[src/rtl/uart_rx_word_fifo.sv]
// uart_rx_word_fifo: packs bytes from a UART receiver into little-endian
// 32-bit words and buffers them in a show-ahead FIFO with sticky error flags.
module uart_rx_word_fifo #(
  parameter int DEPTH = 16
) (
  input  logic                     clk,
  input  logic                     rstn,
  input  logic [7:0]               rx_data,
  input  logic                     rx_ready,
  input  logic                     rx_ferr,
  input  logic                     clear,
  output logic [31:0]              word_data,
  output logic                     word_valid,
  input  logic                     word_ready,
  output logic [$clog2(DEPTH):0]   count,
  output logic                     overflow,
  output logic                     ferr_seen
);

  localparam int AW = $clog2(DEPTH);
  localparam int CW = AW + 1;
  localparam logic [CW-1:0] FULL_COUNT = CW'(DEPTH);

  logic          rx_ready_q;
  logic [1:0]    byte_idx;
  logic [7:0]    lane [3];
  logic [31:0]   mem [DEPTH];
  logic [AW-1:0] wr_ptr;
  logic [AW-1:0] rd_ptr;

  logic          strobe;
  logic          good_byte;
  logic          bad_byte;
  logic          push_req;
  logic          push;
  logic          pop;
  logic          full;
  logic          drop;
  logic [31:0]   push_word;
  logic [CW-1:0] count_next;

  // rx_ready is a level; only its rising edge delivers a byte.
  assign strobe    = rx_ready & ~rx_ready_q;
  assign good_byte = strobe & ~rx_ferr & ~clear;
  assign bad_byte  = strobe &  rx_ferr & ~clear;
  assign push_req  = good_byte & (byte_idx == 2'd3);

  assign word_valid = (count != '0);
  assign full       = (count == FULL_COUNT);
  assign pop        = word_valid & word_ready & ~clear;
  // A full FIFO still accepts the word if a slot frees up on the same edge.
  assign push       = push_req & (~full | pop);
  assign drop       = push_req & full & ~pop;

  assign push_word = {rx_data, lane[2], lane[1], lane[0]};
  assign word_data = mem[rd_ptr];

  // Capture the three lower byte lanes of the word under assembly.
  generate
    for (genvar gi = 0; gi < 3; gi++) begin : g_lane
      always_ff @(posedge clk) begin
        if (good_byte && byte_idx == 2'(gi)) begin
          lane[gi] <= rx_data;
        end
      end
    end
  endgenerate

  // Word storage is written only on an accepted push and is never reset.
  always_ff @(posedge clk) begin
    if (push) begin
      mem[wr_ptr] <= push_word;
    end
  end

  // Occupancy follows push/pop; simultaneous push and pop leave it unchanged.
  always_comb begin
    count_next = count;
    if (push && !pop) begin
      count_next = count + 1'b1;
    end else if (pop && !push) begin
      count_next = count - 1'b1;
    end
  end

  // Control state: edge detector, byte index, pointers, count, sticky flags.
  always_ff @(posedge clk or negedge rstn) begin
    if (!rstn) begin
      rx_ready_q <= 1'b0;
      byte_idx   <= 2'd0;
      wr_ptr     <= '0;
      rd_ptr     <= '0;
      count      <= '0;
      overflow   <= 1'b0;
      ferr_seen  <= 1'b0;
    end else begin
      rx_ready_q <= rx_ready;
      if (clear) begin
        byte_idx  <= 2'd0;
        wr_ptr    <= '0;
        rd_ptr    <= '0;
        count     <= '0;
        overflow  <= 1'b0;
        ferr_seen <= 1'b0;
      end else begin
        if (bad_byte) begin
          byte_idx  <= 2'd0;
          ferr_seen <= 1'b1;
        end else if (good_byte) begin
          byte_idx <= byte_idx + 2'd1;
        end
        if (push) begin
          wr_ptr <= wr_ptr + 1'b1;
        end
        if (pop) begin
          rd_ptr <= rd_ptr + 1'b1;
        end
        if (drop) begin
          overflow <= 1'b1;
        end
        count <= count_next;
      end
    end
  end

endmodule

[config.mk]
export PLATFORM = sky130hd
export DESIGN_NAME = uart_rx_word_fifo
export DESIGN_NICKNAME = d
export VERILOG_FILES = /design/src/rtl/uart_rx_word_fifo.sv
export SDC_FILE = /design/constraint.sdc
export NUM_CORES = 1
export LEC_CHECK = 0
export ABC_AREA = 1
export CAP_MARGIN = 20
export CORE_MARGIN = 2
export CORE_UTILIZATION = 55
export CTS_CLUSTER_SIZE = 10
export DETAILED_ROUTE_END_ITERATION = 10
export GPL_TIMING_DRIVEN = 0
export HOLD_SLACK_MARGIN = 0.03
export PLACE_DENSITY = 0.69
export REMOVE_ABC_BUFFERS = 1
export SETUP_SLACK_MARGIN = 0.02
export SLEW_MARGIN = 40
export SYNTH_ARGS = -nofsm -noshare
export SYNTH_HDL_FRONTEND = slang
export SYNTH_SLANG_ARGS = --single-unit
export TNS_END_PERCENT = 10
[constraint.sdc]
create_clock -name clk -period 4.8 [get_ports clk]
set_input_delay 0.72 -clock clk [delete_from_list [all_inputs] [get_ports clk]]
set_output_delay 0.72 -clock clk [all_outputs]
set_load 0.03 [all_outputs]
==> results of run 1 <==
-- what timing repair did --
action	in CTS	in global routing
gates cloned	0	1
hold endpoints to repair	0	0
resized for setup	4	4
setup endpoints to repair	32	17
-- stage by stage --
stage	setup slack (ns)	power [mW]	TNS, ns
2_1_floorplan	-2.650	7.232	-86.93
3_3_place_gp	-8.348	7.803	-908.93
3_5_place_dp	0.3530	8.271	0
4_1_cts	0.06931	12.18	0
5_1_grt	0.02304	12.70	0
6_report	0.2339	12.18	0
-- how the worst max path moves through the flow --
| stage | endpoint | slack (ns) | depth (start not counted) |
|---|---|---|---|
| after floorplan | word_data[15] | -2.65 | 7 |
| after global placement | word_data[18] | -8.35 | 8 |
| after detailed placement | word_data[24] | 0.35 | 9 |
| after CTS | word_data[14] | 0.07 | 12 |
| after global routing | word_data[9] | 0.02 | 12 |
| final | word_data[14] | 0.23 | 12 |
-- power groups by stage --
stage          sequential, mW  combinational, mW  clock (mW)
3_5_place_dp             5.45               2.82           0
5_1_grt                  5.36               3.15        4.19
3_3_place_gp             5.74               2.07           0
6_report                 5.36               2.87        3.95
4_1_cts                  5.35               2.83        4.00
2_1_floorplan            5.66               1.57           0
-- sequential cells by signal, indices dropped and copies added, names as in the netlist --
register    cells
mem           512
lane           24
count           5
rd_ptr          4
wr_ptr          4
byte_idx        2
ferr_seen       1
overflow        1
rx_ready_q      1
-- Yosys cell counts --
library cell  instances  share of area [%]
inv_6                 1              0.040
nand3_4               1              0.080
xor2_1                4               0.16
a32o_1                1              0.046
o21ai_1              34               0.78
a21oi_1              83                1.9
o22ai_1              24               0.69
nand2_1             262                4.5
fa_1                  1              0.092
inv_2                 5              0.086
a21oi_4               1              0.074
nand4_2               1              0.057
inv_1                49               0.84
ha_1                 13               0.74
clkinv_1              2              0.034
edfxtp_1            536                 74
dfrtp_1              18                2.1
nor3_1                2              0.046
buf_8                 1              0.069
o21ai_0             160                3.7
clkbuf_1             38               0.65
buf_2                31               0.71
nand3_2               2              0.092
nand4_1              47                1.3
nor2_1              193                3.3
buf_1                 2              0.034
buf_4                15               0.52
buf_6                 9               0.46
nand2_2               1              0.029
o211ai_1             40                1.4
nand3_1              83                1.9
-- final cells by class --
| type | count | area, sq um | share of cell area, % |
|---|---|---|---|
| clock inverter | 3 | 25.02 | 0.09847 |
| inverter | 57 | 266.5 | 1.049 |
| sequential | 554 | 16560 | 65.16 |
| clock buffer | 72 | 1589 | 6.253 |
| timing repair inverter | 1 | 11.26 | 0.04431 |
| timing repair buffer | 108 | 1602 | 6.302 |
| multi-input combinational | 953 | 4705 | 18.51 |
| tap | 525 | 656.9 | 2.585 |
-- critical path: stages, from the launching register on --
cell	delay (ns)
dfrtp_4	0.58
buf_12	0.21
buf_12	0.19
buf_16	0.23
clkinv_16	0.20
buf_16	0.36
nand2_1	0.10
nand3_1	0.10
nand2_1	0.07
a21oi_1	0.19
o21ai_1	0.11
nand2_1	0.10
clkdlybuf4s50_1	0.67
-- layer usage --
layer,global-route usage (%),up-vias,part of all wire [%]
met1,35.86,6576,40
met5,0,-,0
li1,-,6177,-
met3,3.835,103,10
met4,8.707,0,2.6
met2,40.29,720,48
-- cell families (layout without fill, tap and decap cells) --
family,Yosys count,count (layout),synth area share [%]
compound gates,343,343,8.521
xor+xnor,4,4,0.1602
buf+inv,153,241,3.445
fa+ha+maj,14,14,0.8355
flops,554,554,75.68
simple gates,592,592,11.36
==> run metrics, run 1 <==
drt wl/cell=22.84 um; PortBufs=53; setup bufs post-CTS=0; Fin. Hold Viols=0; WP data required=4.08 ns; Diodes inserted=0; Die X=203.4 um; DR vias/cell=5.973; H-Tree Depth=2; worst hold path type=primary input to asynchronous set/reset pin; first-pass GRT wire length=77530 um; Final Cell Area=25410 sq um; die height=203.4 um; Setup CP Type=flop to output port; clock latency on the worst-skew pair=0.59 ns; Initial Utilization=55.41%; worst r2r path cells=11; drt first-iter violations=1268; min cycle time layout=4.566 ns; data arrival time of the worst path=3.85 ns; # fillers=2771; DR DRC count=0; routed vias=13580; slew at the pin closest to its max-slew limit=0.8612 ns; Max Slew Vio Count=0; First-pass DRT Iterations=6; Ports=54; Post-CTS Hold Buffers=0; clock slew at reported path FFs=0.06 ns; Clock Path Buffers=3; fmax=0.2190 GHz; status=complete, no violations; flops & latches, synth=554; vias in the first global route=13040; internal power=8.506 mW; CTS tree=built; Final Setup Violations=0; largest net degree at the start of global routing=127; Synth Area per Inst=13.17 sq um; FF-to-FF End=mem[11][7]; final worst-path cycle share=95.13%; unrepaired setup endpoints after global routing=no; commonest non-fill, non-tap cell in the layout=edfxtp_1; sequential share of power=44.0%; Reg2Reg Setup Slack=1.98 ns; Seq/Total Area, Yosys=75.68%; LEAKAGE=8.592 nW; RePlAce Congestion=0.7505; clock sinks=554; Post-DP Area=23760 sq um; antenna-violating nets left=0; Synth Warn #=0; Power Density=479.2 nW/um^2; Post-DP HPWL=29740 um; final cell count without fillers=2273; relative slew slack=42.53%; most frequent cells in the layout=536 x edfxtp_1, 260 x nand2_1, 175 x nor2_1; post-synth cell types=31; CORE AREA=39460 sq um; die area=41360 sq um; Clock Power Share=32.4%; NetSw=3.673 mW; Core Rows=73; share of layout cells above drive strength 1=9.153%; crit path max fanout=101; critical path launch point type=flop; final hold slack=0.06485 ns; Critical Path Source=rd_ptr[0]; Routed WL=51910 um; Layout area overhead=16.24%; Sw Share=30.16%; Peak VDD IR=0.3687 mV; Synth Instances=1660; root buf cell=clkbuf_16; Worst R2R Start=count[0]; Total Routing Usage GR=25.21%; share of the core filled with cells=64.41%; initial antenna violation count=0; gr ovfl total=0; Inserted Clock Buffers=61; crit end category=output port; MaxCap Viol Count=0; Final #Nets=1764; combinational power share=23.6%; Placed Cells=2197; Synth Cell Area=21860 sq um; Max Clock Skew=0.02074 ns
Note: power is estimated with default switching activity, not from simulation.
==> run 2, diff against run 1 <==
CELL_PAD_IN_SITES_DETAIL_PLACEMENT = 0   (was not set)
CELL_PAD_IN_SITES_GLOBAL_PLACEMENT = 2   (was not set)
CORE_UTILIZATION = 44   (was 55)
PLACE_DENSITY = 0.76   (was 0.69)
clock period = 4.6 ns   (was 4.8 ns; I/O delays follow)
==> run 2 against run 1 <==
Die area rose by 24%. Combinational power up 5%. Hold slack got worse by 0.0083 ns. Count of clock-buffer cells in the layout rose by 17. Global-route usage is 3.3 points lower. Power rose by 8.7%. Routed wire length grew 5.8%. Cell area is 2.1% higher. Largest power group unchanged. Highest routed layer unchanged.
==> run metrics, run 2 (synthesis results as in run 1) <==
Final #Nets=1773 (was 1764); register bank with the most flops=mem (unchanged); GR Util met2=34.09% (was 40.29%); Regs by FF count=mem: 512 flops, lane: 24 flops, count: 5 flops (unchanged); Max Clock Skew=0.01796 ns (was 0.02074 ns); Routed WL=54930 um (was 51910 um); Inserted Clock Buffers=66 (was 61); gr ovfl total=0 (unchanged); WP data required=3.91 ns (was 4.08 ns); LEAKAGE=8.742 nW (was 8.592 nW); CORE AREA=48950 sq um (was 39460 sq um); max FFs per register=512 (unchanged); First-pass DRT Iterations=5 (was 6); H-Tree Depth=3 (was 2); CTS tree=built (unchanged); unrepaired setup endpoints after global routing=yes (was no); Core Rows=81 (was 73); Fin. Hold Viols=0 (unchanged); DR DRC count=0 (unchanged); most frequent cells in the layout=536 x edfxtp_1, 260 x nand2_1, 175 x nor2_1 (unchanged); clock sinks=554 (unchanged); met3 Use GR=3.473% (was 3.835%); relative slew slack=43.92% (was 42.53%); Layout area overhead=18.62% (was 16.24%); die area=51490 sq um (was 41360 sq um); final worst-path cycle share=95.09%; Placed Cells=2339 (was 2197); commonest non-fill, non-tap cell in the layout=edfxtp_1 (unchanged); PortBufs=53 (unchanged); RePlAce Congestion=0.7485 (was 0.7505); Clock Path Buffers=3 (unchanged); data arrival time of the worst path=3.68 ns (was 3.85 ns); Total Routing Usage GR=21.86% (was 25.21%); clock latency on the worst-skew pair=0.57 ns (was 0.59 ns); largest net degree at the start of global routing=105 (was 127); min cycle time layout=4.374 ns; Max Slew Vio Count=0 (unchanged); die height=226.9 um (was 203.4 um); DR vias/cell=5.452 (was 5.973); Diodes inserted=0 (unchanged); Die X=226.9 um (was 203.4 um); Critical Path Source=rd_ptr[1] (was rd_ptr[0]); vias in the first global route=12640 (was 13040); initial antenna violation count=0 (unchanged); Setup CP Type=flop to output port (unchanged); Final Setup Violations=0 (unchanged); drt first-iter violations=1114 (was 1268); antenna-violating nets left=0 (unchanged); status=complete, no violations (unchanged); routed vias=13270 (was 13580); drt wl/cell=22.58 um (was 22.84 um); slew at the pin closest to its max-slew limit=0.8403 ns (was 0.8612 ns); crit end category=output port (unchanged); crit path max fanout=43 (was 101); final cell count without fillers=2433 (was 2273); clock slew at reported path FFs=0.06 ns (about the same); Post-DP HPWL=31530 um (was 29740 um); final hold slack=0.05655 ns (was 0.06485 ns); critical path launch point type=flop (unchanged); MaxCap Viol Count=0 (unchanged); grt met1 use=31.55% (was 35.86%); Peak VDD IR=0.2924 mV (was 0.3687 mV); Initial Utilization=44.66% (was 55.41%); first-pass GRT wire length=81530 um (was 77530 um); Ports=54 (unchanged); fmax=0.2286 GHz; Power Density=510.7 nW/um^2 (was 479.2 nW/um^2); Top Usage Layer GRT=met2 (unchanged); share of layout cells above drive strength 1=9.836% (was 9.153%); root buf cell=clkbuf_16 (unchanged); Worst R2R Start=rx_ready_q (was count[0]); worst hold path type=primary input to asynchronous set/reset pin (unchanged)
==> run 2: layout make-up <==
class / instances / area [sq um]
Clock inverter: 3 / 22.52
Clock buffer: 89 / 1844
Tap cell: 664 / 830.8
Sequential cell: 554 / 16560
Fill cell: 4079 / 23020
Inverter: 57 / 267.8
Timing Repair Buffer: 113 / 1694
Multi-Input combinational cell: 953 / 4715
==> run 2: per-layer routing <==
| metal | part of all wire [%] | up-vias |
|---|---|---|
| met5 | 0 | - |
| met4 | 2.2 | 0 |
| met3 | 5.2 | 85 |
| met2 | 47 | 361 |
| met1 | 46 | 6619 |
| li1 | - | 6200 |
==> run 2: metrics by stage <==
stage               TNS (ns)  utilization (%)  setup slack [ns]  power (mW)  cell area [sq um]
CTS                        0            52.93           0.02770       13.35              25910
detailed placement         0            49.05            0.1183       8.681              24010
global placement    -1208.23            46.35            -9.570       8.528              22690
finish                     0            52.98            0.2258       13.24              25930
global route               0            52.98           0.01472       13.85              25930
floorplan             -93.17                -            -2.820       7.546              21330
==> run 2: worst paths after layout <==
path	end	slack (ns)	cells after the start
worst max-delay path	word_data[31]	0.23	11
worst min-delay path	overflow	0.06	1
worst max register to register	mem[11][23]	1.68	10
worst min register to register	overflow	0.52	2
max in group asynchronous	rd_ptr[1]	4.20	1
min in group clk	overflow	0.52	2
==> run 2: repair_timing <==
| item | CTS | global route |
|---|---|---|
| setup endpoints to repair | 32 | 19 |
| cloned | 1 | 0 |
| buffers inserted | 0 | 1 |
| gates resized for setup | 5 | 5 |
| hold buffers | 0 | 0 |
==> run 2: report_power, final <==
part           internal [mW]  switching (mW)
logic                   1.00            2.01
clock network           2.76            1.86
registers               5.51           0.101
total                   9.28            3.97
==> run 2: worst max-delay path, cell delays in order (launching register included) <==
cell	delay [ns]
dfrtp_4	0.67
buf_12	0.28
inv_8	0.25
nand2_4	0.22
inv_8	0.28
buf_12	0.25
nand3_1	0.11
nand2_1	0.07
a21oi_1	0.05
o21ai_1	0.11
nand2_1	0.12
clkdlybuf4s50_1	0.62
==> run 3, diff against run 2 <==
MAX_ROUTING_LAYER = met4   (was not set)
==> run 3 against run 2 <==
Utilization unchanged. First-iteration DRC count down 5.7%. Largest power group unchanged. Flip-flop and latch count unchanged. Power about the same. Count of clock-buffer cells in the layout unchanged. Die area unchanged.
==> run metrics, run 3 (synthesis results as in run 1) <==
status=complete, no violations (unchanged); Layout area overhead=18.62% (unchanged); register bank with the most flops=mem (unchanged); DR vias/cell=5.454 (was 5.452); final worst-path cycle share=95.09% (about the same); drt first-iter violations=1051 (was 1114); CTS tree=built (unchanged); clock latency on the worst-skew pair=0.58 ns (was 0.57 ns); commonest non-fill, non-tap cell in the layout=edfxtp_1 (unchanged); Top Usage Layer GRT=met2 (unchanged); # fillers=4079 (unchanged); pre-CTS WS=0.1183 ns (unchanged); WP data required=3.91 ns (about the same); root buf cell=clkbuf_16 (unchanged); LEAKAGE=8.742 nW (unchanged); Final Setup Violations=0 (unchanged); RePlAce Congestion=0.7593 (was 0.7485); Placed Cells=2339 (unchanged); crit path max fanout=43 (unchanged); Reg2Reg Setup Slack=1.70 ns (was 1.68 ns); Regs by FF count=mem: 512 flops, lane: 24 flops, count: 5 flops (unchanged); DR DRC count=0 (unchanged); Peak VDD IR=0.2956 mV (was 0.2924 mV); Initial Utilization=44.66% (unchanged); share of layout cells above drive strength 1=9.836% (unchanged); Final WS setup=0.2258 ns (about the same); CORE AREA=48950 sq um (unchanged); met3 Use GR=3.460% (was 3.473%); fmax=0.2286 GHz (about the same); relative slew slack=44.32% (was 43.92%); PortBufs=53 (unchanged); clock sinks=554 (unchanged); H-Tree Depth=3 (unchanged); worst hold path type=primary input to asynchronous set/reset pin (unchanged); Routed WL=54970 um (was 54930 um); largest net degree at the start of global routing=105 (unchanged); First-pass DRT Iterations=5 (unchanged); unrepaired setup endpoints after global routing=no (was yes); final hold slack=0.05423 ns (was 0.05655 ns); Max Slew Vio Count=0 (unchanged); die height=226.9 um (unchanged); slew at the pin closest to its max-slew limit=0.8344 ns (was 0.8403 ns); data arrival time of the worst path=3.68 ns (about the same); antenna-violating nets left=0 (unchanged); MaxCap Viol Count=0 (unchanged); clock slew at reported path FFs=0.06 ns (about the same); vias in the first global route=12640 (about the same); grt met1 use=31.52% (was 31.55%); Power Density=511.1 nW/um^2 (was 510.7 nW/um^2); max FFs per register=512 (unchanged); most frequent cells in the layout=536 x edfxtp_1, 260 x nand2_1, 175 x nor2_1 (unchanged); Inserted Clock Buffers=66 (unchanged); critical path launch point type=flop (unchanged); Die X=226.9 um (unchanged); initial antenna violation count=0 (unchanged); die area=51490 sq um (unchanged); Total Routing Usage GR=22.54% (was 21.86%); Clock Path Buffers=3 (unchanged); Ports=54 (unchanged); routed vias=13270 (about the same); Post-DP HPWL=31530 um (unchanged); GR Util met2=34.12% (was 34.09%); min cycle time layout=4.374 ns (about the same); Core Rows=81 (unchanged); first-pass GRT wire length=81520 um (was 81530 um); Max Clock Skew=0.01930 ns (was 0.01796 ns); Fin. Hold Viols=0 (unchanged); final cell count without fillers=2433 (unchanged); Final #Nets=1773 (unchanged); setup TNS=0 ns (unchanged); drt wl/cell=22.59 um (was 22.58 um); overall power=13.25 mW (was 13.24 mW); Setup CP Type=flop to output port (unchanged); gr ovfl total=0 (unchanged); crit end category=output port (unchanged); Diodes inserted=0 (unchanged)
[run 3: cell counts in the layout (fill, tap and decap cells not counted)]
No cell type changed its count.
[run 3: worst paths after layout]
kind | from | to | cells past startpoint
worst max-delay path | rd_ptr[1] | word_data[31] | 11
worst min-delay path | rstn | overflow | 1
worst max register to register | rx_ready_q | mem[11][23] | 10
worst min register to register | overflow | overflow | 2
max in group asynchronous | rstn | rd_ptr[1] | 1
min in group clk | overflow | overflow | 2
[run 3: per-stage QoR]
step / area [sq um] / util, %
after floorplan: 21330 / -
after global placement: 22690 / 46.35
after detailed placement: 24010 / 49.05
after CTS: 25910 / 52.93
after global routing: 25930 / 52.98
final: 25930 / 52.98
[run 3: what timing repair did]
action                                  in CTS  in global routing
gates resized for setup                      5                  5
cloned                                       1                  0
hold buffers                                 0                  0
endpoints found under the setup margin      32                 16
buffers inserted                             0                  1
[run 3: worst max-delay path, stage by stage (launching register included)]
cell and delay, ns:
dfrtp_4 0.67, buf_12 0.28, inv_8 0.25, nand2_4 0.22, inv_8 0.27, buf_12 0.25
nand3_1 0.10, nand2_1 0.07, a21oi_1 0.05, o21ai_1 0.11, nand2_1 0.13, clkdlybuf4s50_1 0.62
[run 3: layout make-up]
| cell class | instances | area [sq um] | share of cell area, % |
|---|---|---|---|
| clock inverter | 3 | 22.52 | 0.08684 |
| timing repair buffer | 113 | 1694 | 6.532 |
| sequential | 554 | 16560 | 63.86 |
| tap | 664 | 830.8 | 3.203 |
| multi-input combinational | 953 | 4715 | 18.18 |
| inverter | 57 | 267.8 | 1.032 |
| clock buffer | 89 | 1844 | 7.111 |
[run 3: power by group]
group          total, mW  leakage (nW)  switching [mW]  internal (mW)
clock               4.62         0.909            1.86           2.76
sequential          5.61          5.05           0.102           5.51
combinational       3.02          2.78            2.02           1.00
[run 3: metal layers]
metal	share of wire, %	wire (um)
met4	2.3	1260
met5	0	0
met2	47	25750
met1	45	24970
met3	5.4	2988
